==> src/rtl/fir_coeff_loader.sv <==
// Double-buffered FIR coefficient loader: beats fill a shadow bank that is committed atomically.
// Optional readback port of the active bank is enabled by defining FIR_COEFF_READBACK_EN.
module fir_coeff_loader #(
  parameter int DATA_WIDTH = 24,
  parameter int NUM_TAPS   = 8
) (
  input  logic                           i_clk,
  input  logic                           i_rst,
  input  logic                           i_start,
  input  logic                           i_abort,
  input  logic signed [DATA_WIDTH-1:0]   iv_coeff,
  input  logic                           i_coeff_valid,
  output logic                           o_coeff_ready,
  output logic                           o_busy,
  output logic                           o_done,
  output logic [NUM_TAPS*DATA_WIDTH-1:0] ov_weights
`ifdef FIR_COEFF_READBACK_EN
  ,
  input  logic [$clog2(NUM_TAPS)-1:0]    i_rd_addr,
  output logic signed [DATA_WIDTH-1:0]   ov_rd_data
`endif
);

  localparam int IDX_W = $clog2(NUM_TAPS);

  typedef enum logic [1:0] {
    ST_IDLE   = 2'd0,
    ST_LOAD   = 2'd1,
    ST_COMMIT = 2'd2
  } state_t;

  state_t                                r_state;
  state_t                                w_state_nxt;
  logic [IDX_W-1:0]                      r_index;
  logic                                  r_coeff_ready;
  logic                                  r_busy;
  logic                                  r_done;
  logic [NUM_TAPS-1:0][DATA_WIDTH-1:0]   r_shadow;
  logic [NUM_TAPS-1:0][DATA_WIDTH-1:0]   r_weights;
  logic                                  w_accept;
  logic                                  w_last;

  // Abort suppresses acceptance so a coincident final beat can never commit.
  assign w_accept = r_coeff_ready && i_coeff_valid && !i_abort;
  assign w_last   = (r_index == IDX_W'(NUM_TAPS - 1));

  // Next-state logic
  always_comb begin
    w_state_nxt = r_state;
    case (r_state)
      ST_IDLE: begin
        if (i_start) begin
          w_state_nxt = ST_LOAD;
        end else begin
          w_state_nxt = ST_IDLE;
        end
      end
      ST_LOAD: begin
        if (i_abort) begin
          w_state_nxt = ST_IDLE;
        end else if (w_accept && w_last) begin
          w_state_nxt = ST_COMMIT;
        end else begin
          w_state_nxt = ST_LOAD;
        end
      end
      ST_COMMIT: w_state_nxt = ST_IDLE;
      default:   w_state_nxt = ST_IDLE;
    endcase
  end

  // State register and registered status outputs
  always_ff @(posedge i_clk) begin
    if (i_rst) begin
      r_state       <= ST_IDLE;
      r_coeff_ready <= 1'b0;
      r_busy        <= 1'b0;
      r_done        <= 1'b0;
    end else begin
      r_state       <= w_state_nxt;
      r_coeff_ready <= (w_state_nxt == ST_LOAD);
      r_busy        <= (w_state_nxt != ST_IDLE);
      r_done        <= (r_state == ST_COMMIT);
    end
  end

  // Beat index; it holds at the last tap instead of wrapping
  always_ff @(posedge i_clk) begin
    if (i_rst) begin
      r_index <= '0;
    end else if ((r_state == ST_IDLE) && i_start) begin
      r_index <= '0;
    end else if (w_accept && !w_last) begin
      r_index <= r_index + IDX_W'(1);
    end
  end

  // Shadow bank fill and atomic commit into the active bank
  always_ff @(posedge i_clk) begin
    if (i_rst) begin
      r_shadow  <= '0;
      r_weights <= '0;
    end else begin
      if ((r_state == ST_LOAD) && i_abort) begin
        r_shadow <= '0;
      end else if (w_accept) begin
        r_shadow[r_index] <= iv_coeff;
      end
      if (r_state == ST_COMMIT) begin
        r_weights <= r_shadow;
      end
    end
  end

  assign o_coeff_ready = r_coeff_ready;
  assign o_busy        = r_busy;
  assign o_done        = r_done;
  assign ov_weights    = r_weights;

`ifdef FIR_COEFF_READBACK_EN
  logic signed [DATA_WIDTH-1:0] r_rd_data;

  // Registered readback of the active bank; addresses past the last tap read 0
  always_ff @(posedge i_clk) begin
    if (i_rst) begin
      r_rd_data <= '0;
    end else if ({1'b0, i_rd_addr} < (IDX_W + 1)'(NUM_TAPS)) begin
      r_rd_data <= $signed(r_weights[i_rd_addr]);
    end else begin
      r_rd_data <= '0;
    end
  end

  assign ov_rd_data = r_rd_data;
`endif

endmodule

==> config.mk <==
export PLATFORM = sky130hd
export DESIGN_NAME = fir_coeff_loader
export DESIGN_NICKNAME = d
export VERILOG_FILES = /design/src/rtl/fir_coeff_loader.sv
export SDC_FILE = /design/constraint.sdc
export NUM_CORES = 1
export LEC_CHECK = 0
export BUFFER_PORTS_ARGS = -buffer_cell sky130_fd_sc_hd__buf_4
export CAP_MARGIN = 10
export CORE_ASPECT_RATIO = 1.1
export CORE_MARGIN = 1
export CORE_UTILIZATION = 61
export CTS_CLUSTER_DIAMETER = 60
export CTS_CLUSTER_SIZE = 24
export DETAILED_ROUTE_END_ITERATION = 12
export PLACE_DENSITY_LB_ADDON = 0.2
export SLEW_MARGIN = 5
export SYNTH_ARGS = -nofsm -noshare
export SYNTH_HDL_FRONTEND = slang
export SYNTH_SLANG_ARGS = --single-unit
==> constraint.sdc <==
create_clock -name i_clk -period 3.45 [get_ports i_clk]
set_input_delay 0.69 -clock i_clk [delete_from_list [all_inputs] [get_ports i_clk]]
set_output_delay 0.69 -clock i_clk [all_outputs]
set_load 0.01 [all_outputs]
==> results of run 1 <==
==> stage by stage <==
step / total power, mW / cells / setup WS, ns / hold slack [ns] / area, µm²
3_3_place_gp: 4.94 / 1955 / 1.02 / 0.438 / 16300
3_5_place_dp: 4.94 / 1955 / 0.957 / 0.445 / 16300
6_report: 7.64 / 1990 / 1.09 / 0.405 / 17000
5_1_grt: 7.85 / 1990 / 1.05 / 0.418 / 17000
4_1_cts: 7.65 / 1990 / 1.19 / 0.394 / 17000
2_1_floorplan: 4.82 / 1547 / 1.78 / 0.432 / 14800
==> logic make-up (layout without fill, tap and decap cells) <==
logic type	count (synthesis)	count (layout)	synth area share
AO/OA/AOI/OAI	194	194	0.0660
XOR/XNOR	1	1	0.000593
adder cells (fa/ha/maj)	2	2	0.00169
buffers and inverters	133	271	0.0477
flip-flops	392	392	0.531
multiplexers	195	195	0.132
AND/OR/NAND/NOR	630	630	0.221
==> routing by layer <==
layer | vias up | GRT usage
met3 | 58 | 0.0363
met5 | - | 0
met2 | 442 | 0.481
met4 | 0 | 0.0845
met1 | 5614 | 0.446
li1 | 5450 | -
==> power groups by stage <==
| stage | sequential (mW) | clock [mW] | combinational (mW) |
|---|---|---|---|
| after floorplan | 4.64 | 0 | 0.180 |
| after global placement | 4.64 | 0 | 0.294 |
| after detailed placement | 4.64 | 0 | 0.294 |
| after CTS | 4.54 | 2.82 | 0.296 |
| after global routing | 4.54 | 3.00 | 0.311 |
| final | 4.54 | 2.80 | 0.303 |
==> area by class of cell <==
| class | instances | area (µm²) |
|---|---|---|
| fill | 1785 | 6710 |
| tap | 305 | 382 |
| clock buffer | 25 | 593 |
| multi-input combinational | 1022 | 6240 |
| clock inverter | 10 | 85.1 |
| timing repair buffer | 236 | 1840 |
| sequential | 392 | 7850 |
==> layout by cell type (no fill, tap or decap), types with 3 or more instances in the layout <==
| cell type | netlist | routed |
|---|---|---|
| dfxtp_1 | 392 | 392 |
| nand2_1 | 385 | 385 |
| buf_4 | 10 | 230 |
| nand3b_1 | 217 | 217 |
| mux2i_1 | 195 | 195 |
| a21oi_1 | 192 | 192 |
| clkbuf_16 | 0 | 23 |
| nor2_1 | 6 | 6 |
| nand2_2 | 5 | 5 |
| buf_12 | 1 | 5 |
| clkinv_2 | 0 | 3 |
| inv_6 | 0 | 3 |
==> worst max-delay path, stage by stage (launching register included) <==
cell and delay (ns):
dfxtp_1 0.53, nand3b_1 0.23, buf_12 0.32, nand3b_1 0.76, mux2i_1 0.39
==> flip-flops by register name (all words and copies together), names as in the netlist <==
signal,cells
r_shadow,192
r_index,3
o_done,1
o_busy,1
o_coeff_ready,1
ov_weights,192
r_state,2
==> worst max-delay path by stage <==
stage,endpoint,depth (start not counted)
floorplan,r_shadow[171],5
global placement,r_shadow[35],5
detailed placement,r_shadow[11],5
CTS,r_shadow[11],4
global route,r_shadow[35],4
finish,r_shadow[11],4
==> flow_metrics.py, run 1 <==
metrics = {
    "status": {
        "status": "complete, no violations",
    },
    "floorplanning": {
        "dieArea_um2": 24900,
        "num_io_pins": 224,
        "start_util": 0.624,
        "fp-row-count": 59,
        "die_x_um": 150,
        "core_area_um2": 23700,
        "fp.dieH_um": 165,
    },
    "pwr": {
        "powerDensity_nw_per_um2": 450,
        "power_leakage_nw": 7.22,
        "switching_share": 0.228,
        "netSwitchingPower_mw": 1.74,
        "p_seq_frac": 0.594,
        "p_comb_frac": 0.040,
        "max-vdd-ir-drop_mv": 0.393,
        "intPower_mw": 5.89,
        "clockPowerShare": 0.366,
    },
    "sta": {
        "fin_tns_setup_ns": 0,
        "slew_violations": 0,
        "final.period_utilization": 0.684,
        "worst_pin_slew_ns": 1.01,
        "setup_viol": 0,
        "skew_ns": 0.0166,
        "max_freq_mhz": 424,
        "timing.final.crit_period_ns": 2.36,
        "hold_viol": 0,
        "maxSlewHeadroom": 0.327,
        "rsz0062_at_grt": "no",
    },
    "critical_path": {
        "worstPathArrival_ns": 2.80,
        "r2r_slack_ns": 1.09,
        "required_ns": 3.89,
        "r2r-start": "r_state[1]",
        "reg2reg_to": "r_shadow[11]",
        "cp_max_fo": 72,
        "path_class": "flop to flop",
        "crit_start": "r_state[1]",
        "cp-start-kind": "flop",
        "cp-end-kind": "flop",
        "r2r_cells": 4,
    },
    "run": {
        "cap_violations": 0,
    },
    "logic_synthesis": {
        "ys_async_sr_fraction": 0,
        "ys_top_cells_by_count": "392 x dfxtp_1, 385 x nand2_1, 217 x nand3b_1",
        "yosysTopAreaCellShare": 0.531,
        "ys_seq_area_frac": 0.531,
        "syn_inst": 1547,
        "synth_area_um2": 14800,
        "ys.flop_type": "dfxtp_1",
        "ys_ff_latch": 392,
        "synthDistinctLibCells": 29,
        "syn_nets": 1578,
        "syn_area_per_cell_um2": 9.55,
        "synth_top_area_cell": "dfxtp_1",
        "synth_most_common_cell": "dfxtp_1",
        "ys_warn_count": 0,
        "synth-edff-count": 0,
        "synthTopCellsByArea": "dfxtp_1 53%, mux2i_1 13%, nand3b_1 11%",
    },
    "route": {
        "wl_per_cell_um": 19.3,
        "route.vias.total": 11600,
        "drc": 0,
        "highest_layer": "met4",
        "dr_wl_met3_mm": 2.96,
        "drt_wl_total_mm": 38.5,
        "vias_per_cell": 5.81,
        "drt_iter0_markers": 1229,
        "wl_met2_mm": 17.7,
        "final_antenna_net_count": 0,
        "wl_met1_mm": 16.9,
        "dr.pass1.iters": 7,
    },
    "global_routing": {
        "grt_max_degree": 121,
        "grt_pass1_vias": 10700,
        "gr-total-overflow": 0,
        "grt_use_total": 0.307,
        "grt_antenna_before_repair": 0,
        "grt_pass1_wl_mm": 59.3,
    },
    "final_layout": {
        "n_antenna_cell": 0,
        "nNetsFinal": 1705,
        "area_growth_syn_to_layout_pct": 15.0,
        "drive_above_1_share": 0.167,
        "postLayoutCoreUtil": 0.717,
    },
    "clock_tree": {
        "numCtsBuffers": 22,
        "clkTransAtPathRegs_ns": 0.09,
        "cts_resized": 0,
        "cts_buffer_depth": 3,
        "cts_tree": "yes",
        "cts_sinks": 392,
        "insertion_delay_ns": 0.54,
        "htreeDepth": 1,
        "cts_hold_buffers": 0,
        "ctsRootBufferMaster": "clkbuf_16",
        "cts_setup_buffers": 0,
    },
    "hold_path": {
        "min_to": "o_busy",
        "hold_path_depth": 2,
        "holdCritStartpoint": "i_abort",
        "hold_path_class": "input port to flop",
    },
    "placed_design": {
        "io_buffers": 223,
        "place.gp.congestion": 0.789,
        "dp_hpwl_mm": 23.5,
    },
}
Note: power is estimated with default switching activity, not from simulation.
==> inputs of run 2 (changes only) <==
--- a/config.mk
+++ b/config.mk
@@ -9,7 +9,7 @@
 export CAP_MARGIN = 10
 export CORE_ASPECT_RATIO = 1.1
 export CORE_MARGIN = 1
-export CORE_UTILIZATION = 61
+export CORE_UTILIZATION = 56
 export CTS_CLUSTER_DIAMETER = 60
 export CTS_CLUSTER_SIZE = 24
 export DETAILED_ROUTE_END_ITERATION = 12
==> constraint.sdc (replaced) <==
create_clock -name i_clk -period 2.3 [get_ports i_clk]
set_input_delay 0.46 -clock i_clk [delete_from_list [all_inputs] [get_ports i_clk]]
set_output_delay 0.46 -clock i_clk [all_outputs]
set_load 0.01 [all_outputs]
==> run 2 against run 1 <==
Die area grew 8.8%. Critical endpoint is now r_shadow[84]. Core utilization shrank 4.4 points. Power grew 58%. Via count shrank 0.58%.
==> flow_metrics.py, run 2 (synthesized netlist as in run 1, its figures left out) <==
metrics = {
    "placed_design": {
        "placed_area_um2": 16700,
        "place_inst": 2036,
        "dp_hpwl_mm": 23.4,
        "place.gp.congestion": 0.806,
        "io_buffers": 223,
        "preCtsSetupSlack_ns": 0.485,
    },
    "critical_path": {
        "cp_max_fo": 63,
        "path_class": "flop to flop",
        "reg2reg_to": "r_shadow[84]",
        "worstPathArrival_ns": 2.29,
        "r2r_cells": 5,
        "endpoint": "r_shadow[84]",
        "required_ns": 2.77,
        "crit_start": "r_state[1]",
        "r2r-start": "r_state[1]",
        "cp-end-kind": "flop",
        "cp-start-kind": "flop",
        "r2r_slack_ns": 0.48,
    },
    "sta": {
        "maxSlewHeadroom": 0.545,
        "rsz0062_at_grt": "no",
        "finalWorstSetupSlack_ns": 0.484,
        "worst_pin_slew_ns": 0.683,
        "setup_viol": 0,
        "hold_viol": 0,
        "final.period_utilization": 0.790,
        "skew_ns": 0.0170,
        "timing.final.crit_period_ns": 1.82,
        "fin_tns_setup_ns": 0,
        "max_freq_mhz": 551,
        "slew_violations": 0,
    },
    "pwr": {
        "max-vdd-ir-drop_mv": 0.520,
        "switching_share": 0.237,
        "clockPowerShare": 0.394,
        "power_leakage_nw": 7.45,
        "total_power_mw": 12.1,
        "p_comb_frac": 0.042,
        "p_seq_frac": 0.564,
        "netSwitchingPower_mw": 2.86,
        "intPower_mw": 9.21,
        "powerDensity_nw_per_um2": 690,
    },
    "global_routing": {
        "grt_pass1_wl_mm": 57.3,
        "grt_max_degree": 127,
        "met2_usage": 0.425,
        "top_usage_layer": "met2",
        "gr-total-overflow": 0,
        "grt_antenna_before_repair": 0,
        "grt_use_met1": 0.401,
        "grtUsageMet3": 0.0326,
        "grt_pass1_vias": 10400,
        "grt_use_total": 0.275,
    },
    "floorplanning": {
        "die_x_um": 157,
        "core_area_um2": 26000,
        "start_util": 0.569,
        "num_io_pins": 224,
        "fp-row-count": 62,
        "dieArea_um2": 27000,
        "fp.dieH_um": 172,
    },
    "clock_tree": {
        "clkTransAtPathRegs_ns": 0.09,
        "cts_hold_buffers": 0,
        "insertion_delay_ns": 0.56,
        "htreeDepth": 1,
        "numCtsBuffers": 25,
        "cts_buffer_depth": 3,
        "ctsRootBufferMaster": "clkbuf_16",
        "cts_resized": 0,
        "cts_tree": "yes",
        "cts_sinks": 392,
        "cts_setup_buffers": 0,
    },
    "route": {
        "drt_wl_total_mm": 38.2,
        "dr.pass1.iters": 7,
        "route.vias.total": 11500,
        "drc": 0,
        "drt_iter0_markers": 977,
        "final_antenna_net_count": 0,
        "vias_per_cell": 5.53,
        "wl_per_cell_um": 18.4,
    },
    "final_layout": {
        "final_cell_mix": "392 x dfxtp_1, 385 x nand2_1, 261 x buf_4",
        "nNetsFinal": 1742,
        "multi_input_area_um2": 6240,
        "design_area_um2": 17500,
        "instances_no_fill": 2079,
        "fill_cells": 2132,
        "area_growth_syn_to_layout_pct": 18.4,
        "drive_above_1_share": 0.187,
        "seq_area_um2": 7850,
        "n_antenna_cell": 0,
        "layout_commonest_cell": "dfxtp_1",
    },
    "status": {
        "status": "complete, no violations",
    },
    "hold_path": {
        "holdCritStartpoint": "i_abort",
        "hold_path_class": "input port to flop",
    },
    "run": {
        "cap_violations": 0,
    },
}
[run 2: critical path: stages (launching register included)]
cell and delay, ns:
dfxtp_1 0.50, nand3b_1 0.27, buf_12 0.31, buf_4 0.36
nand3b_1 0.11, mux2i_1 0.16
[run 2: worst min-delay path by stage]
| stage | slack, ns | cells after the start | end |
|---|---|---|---|
| 2_1_floorplan | 0.43 | 2 | ov_weights[0] |
| 3_3_place_gp | 0.44 | 2 | ov_weights[164] |
| 3_5_place_dp | 0.45 | 2 | ov_weights[156] |
| 4_1_cts | 0.15 | 2 | o_busy |
| 5_1_grt | 0.16 | 2 | o_busy |
| 6_report | 0.17 | 2 | o_busy |
[run 2: metrics by stage]
stage	util	hold slack, ns
after floorplan	-	0.432
after global placement	0.641	0.437
after detailed placement	0.641	0.445
after CTS	0.673	0.146
after global routing	0.673	0.160
final	0.673	0.166
[run 2: cell type report]
class / instances / area share
Multi-Input combinational cell: 1022 / 0.357
Sequential cell: 392 / 0.449
Tap cell: 352 / 0.0252
Clock inverter: 16 / 0.0113
Clock buffer: 27 / 0.0362
Timing Repair Buffer: 270 / 0.122
[run 2: power by group through the flow]
stage                     combinational, mW  clock (mW)  sequential [mW]
after floorplan                       0.270           0             6.96
after global placement                0.493           0             6.96
after detailed placement              0.494           0             6.97
after CTS                             0.495        4.84             6.81
after global routing                  0.521        5.11             6.81
final                                 0.505        4.76             6.81
[run 2: layer usage]
metal | part of all wire | vias to the layer above
met5 | 0 | -
met4 | 0.024 | 0
met3 | 0.065 | 60
met2 | 0.45 | 396
met1 | 0.46 | 5505
li1 | - | 5536
==> inputs of run 3 (changes only) <==
--- a/config.mk
+++ b/config.mk
@@ -5,6 +5,7 @@
 export SDC_FILE = /design/constraint.sdc
 export NUM_CORES = 1
 export LEC_CHECK = 0
+export ABC_AREA = 1
 export BUFFER_PORTS_ARGS = -buffer_cell sky130_fd_sc_hd__buf_4
 export CAP_MARGIN = 10
 export CORE_ASPECT_RATIO = 1.1
==> constraint.sdc (replaced) <==
create_clock -name i_clk -period 1.8 [get_ports i_clk]
set_input_delay 0.36 -clock i_clk [delete_from_list [all_inputs] [get_ports i_clk]]
set_output_delay 0.36 -clock i_clk [all_outputs]
set_load 0.01 [all_outputs]
==> run 3 against run 2 <==
Combinational power rose by 32%. Clock-buffer cell count fell by 3. Wire length rose by 1.0%. Sequential power rose by 28%. Setup slack got worse by 0.23 ns. Clock skew fell by 0.0034 ns. Global-route usage rose by 1.9 points. Clock power rose by 8.2%. Highest routed layer unchanged.
==> flow_metrics.py, run 3 <==
metrics = {
    "pwr": {
        "switching_share": 0.224,
        "p_comb_frac": 0.046,
        "intPower_mw": 11.3,
        "power_leakage_nw": 8.01,
        "netSwitchingPower_mw": 3.25,
        "powerDensity_nw_per_um2": 864,
        "clockPowerShare": 0.354,
        "max-vdd-ir-drop_mv": 0.760,
        "p_seq_frac": 0.600,
    },
    "sta": {
        "skew_ns": 0.0136,
        "fin_tns_setup_ns": 0,
        "slew_violations": 0,
        "max_freq_mhz": 645,
        "timing.final.crit_period_ns": 1.55,
        "maxSlewHeadroom": 0.507,
        "hold-worst-slack_ns": 0.0340,
        "rsz0062_at_grt": "no",
        "hold_viol": 0,
        "final.period_utilization": 0.861,
        "setup_viol": 0,
        "worst_pin_slew_ns": 0.740,
    },
    "clock_tree": {
        "cts_sinks": 392,
        "ctsRootBufferMaster": "clkbuf_16",
        "numCtsBuffers": 21,
        "cts_setup_buffers": 0,
        "cts_buffer_depth": 3,
        "htreeDepth": 1,
        "cts_tree": "yes",
        "cts_hold_buffers": 0,
        "cts_resized": 0,
        "insertion_delay_ns": 0.52,
        "clkTransAtPathRegs_ns": 0.09,
    },
    "logic_synthesis": {
        "ys_ff_latch": 392,
        "synth_most_common_cell": "nor2_1",
        "synth_top_area_cell": "dfxtp_1",
        "ys_warn_count": 0,
        "yosysTopAreaCellShare": 0.551,
        "syn_area_per_cell_um2": 7.29,
        "ys_seq_area_frac": 0.551,
        "synth_area_um2": 14200,
        "ys_async_sr_fraction": 0,
        "syn_nets": 1983,
        "synthDistinctLibCells": 18,
        "synth-edff-count": 0,
        "ys.flop_type": "dfxtp_1",
        "synthTopCellsByArea": "dfxtp_1 55%, nor2_1 21%, nand2_1 9.3%",
        "ys_top_cells_by_count": "787 x nor2_1, 392 x dfxtp_1, 352 x nand2_1",
        "syn_inst": 1952,
    },
    "global_routing": {
        "grt_max_degree": 195,
        "gr-total-overflow": 0,
        "grt_use_total": 0.293,
        "grt_pass1_wl_mm": 60.6,
        "grt_antenna_before_repair": 0,
        "grt_pass1_vias": 11500,
    },
    "route": {
        "wl_per_cell_um": 15.9,
        "drc": 0,
        "final_antenna_net_count": 0,
        "drt_wl_total_mm": 38.6,
        "vias_per_cell": 5.22,
        "route.vias.total": 12600,
        "dr.pass1.iters": 5,
        "drt_iter0_markers": 1133,
    },
    "final_layout": {
        "fill_cells": 2110,
        "area_growth_syn_to_layout_pct": 18.1,
        "seq_area_um2": 7850,
        "design_area_um2": 16800,
        "instances_no_fill": 2422,
        "nNetsFinal": 2137,
        "final_cell_mix": "780 x nor2_1, 392 x dfxtp_1, 352 x nand2_1",
        "layout_commonest_cell": "nor2_1",
        "drive_above_1_share": 0.144,
        "n_antenna_cell": 0,
        "multi_input_area_um2": 5660,
    },
    "critical_path": {
        "required_ns": 2.22,
        "r2r-start": "o_coeff_ready",
        "r2r_slack_ns": 0.25,
        "worstPathArrival_ns": 1.97,
        "crit_top_cell": "nand2_1",
        "cp_max_fo": 48,
        "path_class": "flop to flop",
        "cp-start-kind": "flop",
        "reg2reg_to": "r_shadow[2]",
        "path_cells": "nand3_4 -> nor2_4 -> buf_12 -> nand2_1 -> nand2_1 -> nor2_1",
        "cpPeakStageDelay_ns": 0.44,
        "cp-end-kind": "flop",
        "crit_slowest_cell": "dfxtp_1",
        "r2r_cells": 6,
    },
    "hold_path": {
        "hold_path_class": "input port to flop",
        "hold_path_depth": 2,
        "holdCritStartpoint": "i_rst",
        "min_to": "o_done",
    },
    "placed_design": {
        "placed_area_um2": 16200,
        "dp_hpwl_mm": 23.2,
        "place.gp.congestion": 0.796,
        "io_buffers": 223,
        "place_inst": 2393,
    },
    "floorplanning": {
        "dieArea_um2": 26100,
        "start_util": 0.576,
        "fp.dieH_um": 169,
        "num_io_pins": 224,
        "core_area_um2": 24700,
        "die_x_um": 154,
        "fp-row-count": 60,
    },
    "run": {
        "cap_violations": 0,
    },
    "status": {
        "status": "complete, no violations",
    },
}
==> run 3: cell count changes in the layout (fill, tap and decap cells not counted), moves of 52 or more <==
| cell | change |
|---|---|
| nor2_1 | +774 |
| nand3b_1 | -217 |
| mux2i_1 | -195 |
| o21ai_0 | +193 |
| a21oi_1 | -191 |
| nand3_1 | +52 |
==> run 3: layer usage <==
metal / up-vias / track usage / wire (µm)
li1: 6309 / - / -
met1: 5783 / 0.410 / 16900
met2: 479 / 0.478 / 17700
met3: 67 / 0.0276 / 2850
met4: 0 / 0.0991 / 1130
met5: - / 0 / 0
==> run 3: power by group through the flow <==
stage                     Sequential, mW  Combinational [mW]  Clock (mW)
after floorplan                     8.91               0.367           0
after global placement              8.91               0.646           0
after detailed placement            8.91               0.655           0
after CTS                           8.71               0.659        5.22
after global routing                8.72               0.719        5.54
final                               8.71               0.668        5.15
==> run 3: worst max-delay path: cells and delay by family (launching register included) <==
| family | cells | cell delay [ns] |
|---|---|---|
| flops | 1 | 0.44 |
| buf+inv | 1 | 0.22 |
| simple gates | 5 | 0.76 |
==> run 3: area by class of cell <==
| cell class | count | share of cell area |
|---|---|---|
| repair buffers | 258 | 0.126 |
| inverters | 40 | 0.00967 |
| flip-flops and latches | 392 | 0.467 |
| multi-input cells | 1393 | 0.337 |
| well taps | 310 | 0.0231 |
| clock inverters | 5 | 0.00424 |
| clock buffers | 24 | 0.0331 |
==> run 3: logic make-up after synthesis <==
logic type	share of synthesized area
compound gates	0.0682
fa+ha+maj	0.00176
buf+inv	0.0544
flops	0.551
simple gates	0.324
==> run 3: stage by stage <==
step / total power, mW / utilization / worst slack (ns)
global route: 15.0 / 0.681 / 0.152
floorplan: 9.28 / - / 0.450
finish: 14.5 / 0.681 / 0.250
CTS: 14.6 / 0.681 / 0.249
global placement: 9.56 / 0.655 / 0.212
detailed placement: 9.57 / 0.655 / 0.185
==> run 3: how the worst max path moves through the flow <==
stage,startpoint,to,slack [ns],depth (start not counted)
after CTS,o_coeff_ready,r_shadow[2],0.25,6
after global placement,i_abort,r_shadow[145],0.21,8
final,o_coeff_ready,r_shadow[2],0.25,6
after global routing,r_index[0],r_index[0],0.15,6
after detailed placement,i_abort,r_shadow[187],0.18,8
after floorplan,o_coeff_ready,r_shadow[147],0.45,7
